File: src/rtl/if_id_skid_reg.sv
// IF/ID pipeline register with a 2-entry skid buffer.
// Sits between fetch and decode. in_ready is a flop, so decode back-pressure
// never reaches fetch combinationally. The second (skid) entry catches the one
// word fetch may already have sent before it sees in_ready drop.
// Flush squashes everything held. When no entry is valid, the outputs show
// PC 0 and the NOP instruction.
// Optional: define IF_ID_PERF_EN to add saturating bubble/stall/flush counters.
module if_id_skid_reg #(
  parameter int                PC_W     = 64,
  parameter int                INST_W   = 32,
  parameter logic [INST_W-1:0] NOP_INST = 32'h00000013
) (
  input  logic              clk,
  input  logic              reset,
  input  logic              in_valid,
  output logic              in_ready,
  input  logic [PC_W-1:0]   in_pc,
  input  logic [INST_W-1:0] in_inst,
  input  logic              flush,
  output logic              out_valid,
  input  logic              out_ready,
  output logic [PC_W-1:0]   out_pc,
  output logic [INST_W-1:0] out_inst
`ifdef IF_ID_PERF_EN
  ,
  output logic [31:0]       perf_bubble_cnt,
  output logic [31:0]       perf_stall_cnt,
  output logic [15:0]       perf_flush_cnt
`endif
);

  typedef enum logic [1:0] {EMPTY = 2'd0, ONE = 2'd1, TWO = 2'd2} state_e;

  state_e            state_q, state_d;
  logic              in_ready_q, in_ready_d;
  logic [PC_W-1:0]   main_pc_q, main_pc_d, skid_pc_q, skid_pc_d;
  logic [INST_W-1:0] main_inst_q, main_inst_d, skid_inst_q, skid_inst_d;

  logic accept, drain, main_vld;

  // The main entry is valid whenever the register holds anything.
  // The skid entry is valid only in TWO.
  assign main_vld = (state_q != EMPTY);
  assign accept   = in_valid && in_ready_q;
  assign drain    = main_vld && out_ready;

  // Next state and data-register loads. Flush overrides accept and drain,
  // and it also blocks any data load in that cycle.
  always_comb begin
    state_d     = state_q;
    main_pc_d   = main_pc_q;
    main_inst_d = main_inst_q;
    skid_pc_d   = skid_pc_q;
    skid_inst_d = skid_inst_q;
    if (flush) begin
      state_d = EMPTY;
    end else begin
      case (state_q)
        EMPTY: begin
          if (accept) begin
            state_d     = ONE;
            main_pc_d   = in_pc;
            main_inst_d = in_inst;
          end
        end
        ONE: begin
          if (accept && drain) begin
            main_pc_d   = in_pc;
            main_inst_d = in_inst;
          end else if (accept) begin
            state_d     = TWO;
            skid_pc_d   = in_pc;
            skid_inst_d = in_inst;
          end else if (drain) begin
            state_d = EMPTY;
          end
        end
        TWO: begin
          // in_ready is low here, so only a drain can happen.
          if (drain) begin
            state_d     = ONE;
            main_pc_d   = skid_pc_q;
            main_inst_d = skid_inst_q;
          end
        end
        default: state_d = EMPTY;
      endcase
    end
  end

  // Ready for the next cycle comes from the next state, so it is a pure flop.
  assign in_ready_d = (state_d != TWO);

  // State, ready and data registers.
  always_ff @(posedge clk or negedge reset) begin
    if (!reset) begin
      state_q     <= EMPTY;
      in_ready_q  <= 1'b1;
      main_pc_q   <= '0;
      main_inst_q <= '0;
      skid_pc_q   <= '0;
      skid_inst_q <= '0;
    end else begin
      state_q     <= state_d;
      in_ready_q  <= in_ready_d;
      main_pc_q   <= main_pc_d;
      main_inst_q <= main_inst_d;
      skid_pc_q   <= skid_pc_d;
      skid_inst_q <= skid_inst_d;
    end
  end

  assign in_ready  = in_ready_q;
  assign out_valid = main_vld;
  assign out_pc    = main_vld ? main_pc_q   : '0;
  assign out_inst  = main_vld ? main_inst_q : NOP_INST;

`ifdef IF_ID_PERF_EN
  logic [31:0] bubble_q, stall_q;
  logic [15:0] flush_q;

  // Saturating event counters. Only reset clears them; flush does not.
  always_ff @(posedge clk or negedge reset) begin
    if (!reset) begin
      bubble_q <= '0;
      stall_q  <= '0;
      flush_q  <= '0;
    end else begin
      if (!main_vld && out_ready && (bubble_q != '1))   bubble_q <= bubble_q + 32'd1;
      if (in_valid && !in_ready_q && (stall_q != '1))   stall_q  <= stall_q + 32'd1;
      if (flush && (flush_q != '1))                     flush_q  <= flush_q + 16'd1;
    end
  end

  assign perf_bubble_cnt = bubble_q;
  assign perf_stall_cnt  = stall_q;
  assign perf_flush_cnt  = flush_q;
`endif

endmodule

File: config.mk
export PLATFORM = sky130hd
export DESIGN_NAME = if_id_skid_reg
export DESIGN_NICKNAME = d
export VERILOG_FILES = /design/src/rtl/if_id_skid_reg.sv
export SDC_FILE = /design/constraint.sdc
export NUM_CORES = 1
export LEC_CHECK = 0
export CAP_MARGIN = 40
export CELL_PAD_IN_SITES_DETAIL_PLACEMENT = 1
export CELL_PAD_IN_SITES_GLOBAL_PLACEMENT = 2
export CORE_MARGIN = 2
export CORE_UTILIZATION = 37
export DETAILED_ROUTE_END_ITERATION = 6
export DONT_BUFFER_PORTS = 1
export PLACE_DENSITY_LB_ADDON = 0.15
export RECOVER_POWER = 50
export SYNTH_ARGS = -nofsm -noshare
export SYNTH_HDL_FRONTEND = slang
export SYNTH_SLANG_ARGS = --single-unit
File: constraint.sdc
create_clock -name clk -period 1.7 [get_ports clk]
set_input_delay 0.085 -clock clk [delete_from_list [all_inputs] [get_ports clk]]
set_output_delay 0.085 -clock clk [all_outputs]
set_load 0.01 [all_outputs]
Yosys cells after proc, flatten, opt, wreduce, memory -nomap -nowiden
Cells that the tools add are included.

cells by class
  eq/ne operators = 6
  mux-type cells = 17
  bitwise logic cells = 2
  reductions and logical operators = 8

operator list
  kind                  number
  $mux W64              4
  $pmux W64 S3          1
  $mux W32              4
  $pmux W32 S3          1
  $mux W2               6
  $ne A2 B2 Y1 const B  4
  $pmux W2 S3           1
  $reduce_and A5 Y1     1
  $reduce_and A4 Y1     1
  $logic_and A1 B1 Y1   3
  $reduce_bool A3 Y1    1
  $eq A2 B1 Y1 const B  1
  $eq A2 B2 Y1 const B  1
  $logic_not A2 Y1      1
  $not A1 Y1            2
  $reduce_bool A2 Y1    1

storage, ports and cells
  register bits after elaboration = 195
  bits of input ports = 101
  output and inout bits = 98
  logic and storage cells = 39

Depth between registers and ports, before layout
  depth after elaboration = 8
  depth in mapped cells = 7
  gate-level depth less buffers = 4

Worst setup path before layout
No wires, ideal clock.

  path type = register to register
  from = reg in_ready_q (netlist: in_ready)
  to = reg main_inst_q[0]
  setup time = 0.132 ns
  arrival time = 1.545 ns
  required time = 1.568 ns
  slack = 0.023 ns
  cell stages (with the launch flop) = 8
  buffers on the path = 3
  clock period less this slack = 1.677 ns
  cells stage by stage = dfstp_2 > nand2_1 > o41a_1 > buf_2 > buf_6 > buf_6 > nand2_1 > o21ai_1

between the ends
  longest elaborated chain between the ends = 4
  elaborated cells between the ends (all ways) = 5
  those cells by class = 2 x eq/ne; 3 x reduce/logical

RTL lines
  element                               RTL line  source
  from (decl)                           35        logic in_ready_q, in_ready_d;
  from (signal assigned)                105       in_ready_q <= in_ready_d;
  $logic_and A1 B1 Y1 *                 44        assign accept = in_valid && in_ready_q;
  $logic_and A1 B1 Y1                   67        if (accept && drain) begin
  $ne A2 B2 Y1 (no source line)         --
  $reduce_and A5 Y1 (no source line) *  --
  to (signal assigned)                  107       main_inst_q <= main_inst_d;
  to (decl)                             37        logic [INST_W-1:0] main_inst_q, main_inst_d, skid_inst_q, skid_inst_d;

Every way passes the cells marked *; elsewhere a longest branch is shown, timed or not.
A chain may end at the register's enable or synchronous reset.

Worst setup path in the final report
  from = reg state_q[1]
  to = reg skid_pc_q[2]

between the ends
  longest elaborated chain between the ends = 5
  elaborated cells between the ends (all ways) = 6
  those cells by class = 1 x eq/ne; 1 x bitwise; 4 x reduce/logical

RTL lines
  element                               RTL line  source
  from (decl)                           34        state_e state_q, state_d;
  from (signal assigned)                104       state_q <= state_d;
  $reduce_bool A2 Y1                    43        assign main_vld = (state_q != EMPTY);
  $logic_and A1 B1 Y1                   45        assign drain = main_vld && out_ready;
  $logic_and A1 B1 Y1                   67
  $not A1 Y1 (no source line)           --
  $reduce_and A4 Y1 (no source line) *  --
  to (signal assigned)                  108       skid_pc_q <= skid_pc_d;
  to (decl)                             36        logic [PC_W-1:0] main_pc_q, main_pc_d, skid_pc_q, skid_pc_d;

Marked as above.

==> results summary <==
The critical path data arrival time came out at around 2100 ps. The total I/O pin count is roughly 200. The adder and majority cell fraction of the synthesized area is 0%. Once layout is complete, the utilization of the core stands at roughly half. The mux cell area share after synthesis came out at between 20% and 30%.

The total number of nets in the final design is between 900 and 1000. The number of global-route vias before repair is 6408. Routability-driven placement finished with a final weighted congestion of 0.732. For this run, the number of standard cells in the final layout without fillers is 1195. The fraction of the cycle the final worst path needs came out at 105%. The longest clock path from root to sink contains 2 buffers.

The number of CTS-inserted buffers came out at 17. The standard-cell row count came out at between 50 and 60. The global-route met1 utilization came out at 21.0%. The area fraction in and, or, nand and nor cells after synthesis came out at between 10% and 20%. The critical-path maximum fanout is 21. The power after layout is around 13 mW. The worst clock skew is ~13 ps.

The checks that failed: hold timing, setup timing. The final-layout worst hold slack came out at -655 ps. Wires add up to between 20000 and 30000 microns.

Entering global routing, the biggest net connects ~200 pins. Walking the worst path, the cells encountered are buf_4 -> and3b_2 -> nand3b_4 -> buf_12 -> buf_12 -> mux2_2. After global routing, the most crowded layer is met2. The synthesized-area fraction occupied by xor and xnor cells is 0%. The worst slew slack as a fraction of its limit came out at between 70% and 80%.

The count of unresolved DRC violations after routing is 0. The full die area is ~0.025 sq mm. VDD sags by at most 517 uV. The number of setup violations in the final report came out at 172.

The max capacitance violation total came out at 0. The number of DRC markers after the initial detailed-route iteration came out at roughly 160. The slowest stage of the critical path belongs to the cell sky130_fd_sc_hd__dfrtp_1. The complex-gate fraction of the synthesized area came out at roughly 5.8%. The remaining antenna violation count after routing is 0. The first global-routing pass estimated approximately 34000 microns of wire. The class of the tightest hold or removal check is primary input to async pin. The number of vias in the routed layout came out at 6071. The run finished, with violations left. By instance count, the cell type seen most on the critical path is sky130_fd_sc_hd__buf_12. The cell count after synthesis came out at 743. The remaining global-route overflow came out at 0. The cell area after synthesis is 0.00881 sq mm. The cell leakage power is between 5 and 6 nW. The detailed placement HPWL came out at around 13000 microns.

The cell at the root of the clock tree is sky130_fd_sc_hd__clkbuf_16. The sum of buffers and inverters on the critical path came out at 3. The post-route netlist has roughly a third of its cells at a drive strength greater than 1. The kind of cell with the highest combined delay along the critical path is buffers and inverters.

The count of buffers inserted at the top-level ports is 0. Before antenna repair, the detailed router went through 4 iterations. The horizontal extent of the die is roughly 160 microns. The final count of hold timing violations was between 150 and 200. Setup repair after global routing could not meet its margin everywhere. The worst setup path is captured at a flop.

The peak per-stage delay on the critical path is roughly 400 ps. For this configuration, the core starts out at a cell density of 37.7%. The max-slew violation count is 0.

The achievable clock frequency is 558 MHz. The total instance count after detailed placement is 1031. In the final routed layout, each cell accounts on average for about 21 microns. The startpoint-to-endpoint class of the critical path is flop to flop. The post-detailed-route via-to-cell ratio is slightly above 5. The data required time at the worst endpoint is around 2000 ps. The number of antenna violations at the first check in global routing is 0. The power density of the placed cells came out at 1100 mW/mm^2. STA classifies the critical path startpoint as a flop. Sequential elements use between 50% and 60% of the synthesized area.

The clock-pin slew of the registers on the worst-case setup and hold paths is 80 ps. The final period demand of the worst path came out at around 1800 ps. The number of library cell types mapped by synthesis is 25. The area of the core is ~0.023 sq mm. The overall routing resource usage is around 17%. By area, the combinational part of the netlist is dominated by multiplexers. Compared with the post-synthesis result, the final layout area differs by 33.9%. The met3 demand-to-capacity share in global routing is 5.23%. The transition time at the pin with the least slew margin came out at around 360 ps. The worst setup slack after placement is -31.4 ps. The overall die height is about 160 microns. For this run, the number of Yosys warnings is 0.

The depth of the CTS H-tree came out at 4. The minimum setup slack in the final design is -91.8 ps. The sink count of the clock tree is between 150 and 200. 0 antenna diodes ended up in the layout.

For this run, global-route usage on met2 was measured as between 30% and 40%. Counting every net in the synthesized netlist gives between 800 and 900. The register bit total from synthesis came out at 195. The number of hold buffers added after CTS was 98. The post-synthesis area per instance is ~12 sq um. TritonCTS built the clock tree. The clock reaches the later pin of the worst-skew pair after 430 ps.
==> state kept, by name, summed over array words and instances, names as in the netlist <==
register,count
main_inst_q,32
state_q,2
in_ready,1
skid_inst_q,32
main_pc_q,64
skid_pc_q,64
==> stage by stage <==
step / instance area [sq um] / TNS (ps)
2_1_floorplan: 8810 / 0
3_3_place_gp: 9220 / 0
3_5_place_dp: 9220 / -38.9
4_1_cts: 11000 / -6760
5_1_grt: 11800 / -19440
6_report: 11800 / -6680
==> final timing paths <==
kind | cells after the start | slack (ps) | end | startpoint
setup / recovery | 6 | -90 | skid_pc_q[2] | state_q[1]
hold / removal | 0 | -660 | main_pc_q[18] | reset
setup reg to reg | 6 | -90 | skid_pc_q[2] | state_q[1]
hold reg to reg | 2 | 490 | main_pc_q[27] | main_pc_q[27]
max in group asynchronous | 0 | 2070 | skid_inst_q[4] | reset
min in group clk | 4 | 110 | state_q[0] | out_ready
==> cell families after synthesis <==
kind of cell / count (synthesis)
compound gates: 100
mux: 193
buf+inv: 54
simple gates: 201
flops: 195
==> Yosys cell counts (all sizes together) <==
master   count  area share [%]
mux2i       97              11
buf         33             3.0
nand4bb      1            0.13
and3b        1           0.099
nor2b        2            0.17
clkbuf      20            0.85
and2        93             6.6
o41a         1            0.13
nor2         1           0.043
or3          1           0.071
nand2b       3            0.21
o22a         1           0.099
dfrtp      194              55
mux2        96              12
dfstp        1            0.30
inv          1           0.043
nand2       97             4.1
a21oi        2            0.11
nand3b       1            0.13
or2          1           0.071
o21ai       96             5.5
==> layout make-up <==
| type | count | area, sq um |
|---|---|---|
| sequential | 195 | 4880 |
| tap | 319 | 399 |
| clock buffer | 18 | 439 |
| fill | 2398 | 11600 |
| clock inverter | 14 | 143 |
| timing repair buffer | 151 | 1970 |
| inverter | 1 | 3.75 |
| multi-input combinational | 497 | 3970 |
==> layout by cell type, fill, tap and decap left out, types with 2 or more instances in the layout <==
| master | instances |
|---|---|
| sky130_fd_sc_hd__inv_6 | 6 |
| sky130_fd_sc_hd__buf_6 | 13 |
| sky130_fd_sc_hd__nand2_1 | 89 |
| sky130_fd_sc_hd__o21ai_0 | 5 |
| sky130_fd_sc_hd__clkinv_2 | 2 |
| sky130_fd_sc_hd__nand2_2 | 7 |
| sky130_fd_sc_hd__mux2_2 | 96 |
| sky130_fd_sc_hd__inv_8 | 2 |
| sky130_fd_sc_hd__dlygate4sd3_1 | 98 |
| sky130_fd_sc_hd__o41a_4 | 2 |
| sky130_fd_sc_hd__buf_12 | 15 |
| sky130_fd_sc_hd__and2_4 | 93 |
| sky130_fd_sc_hd__nand2b_4 | 3 |
| sky130_fd_sc_hd__clkbuf_16 | 33 |
| sky130_fd_sc_hd__a21oi_1 | 2 |
| sky130_fd_sc_hd__dfrtp_1 | 194 |
| sky130_fd_sc_hd__buf_16 | 3 |
| sky130_fd_sc_hd__buf_4 | 4 |
| sky130_fd_sc_hd__or2_4 | 2 |
| sky130_fd_sc_hd__buf_8 | 2 |
| sky130_fd_sc_hd__o21ai_2 | 4 |
| sky130_fd_sc_hd__clkinv_8 | 3 |
| sky130_fd_sc_hd__mux2i_1 | 96 |
| sky130_fd_sc_hd__o21ai_1 | 87 |
==> routing by layer <==
layer  vias up  routed length [microns]
met1      3130                    10900
li1       2780                        -
met5         -                        0
met2       138                    12700
met3        23                     1360
met4         0                      362
==> where the power goes <==
part | switching [mW] | internal (mW) | leakage (nW)
Clock | 1.97 | 2.00 | 0.289
Sequential | 0.607 | 5.78 | 2.41
Combinational | 1.12 | 1.54 | 2.43
Total | 3.70 | 9.32 | 5.13
==> timing repair <==
item | CTS | global route
setup endpoints to repair | 103 | 210
cloned | 1 | 29
buffers inserted | 1 | 3
resized for setup | 56 | 93
hold endpoints to repair | 390 | 195
pin swaps | 2 | 52
Note: power is estimated with default switching activity, not from simulation.
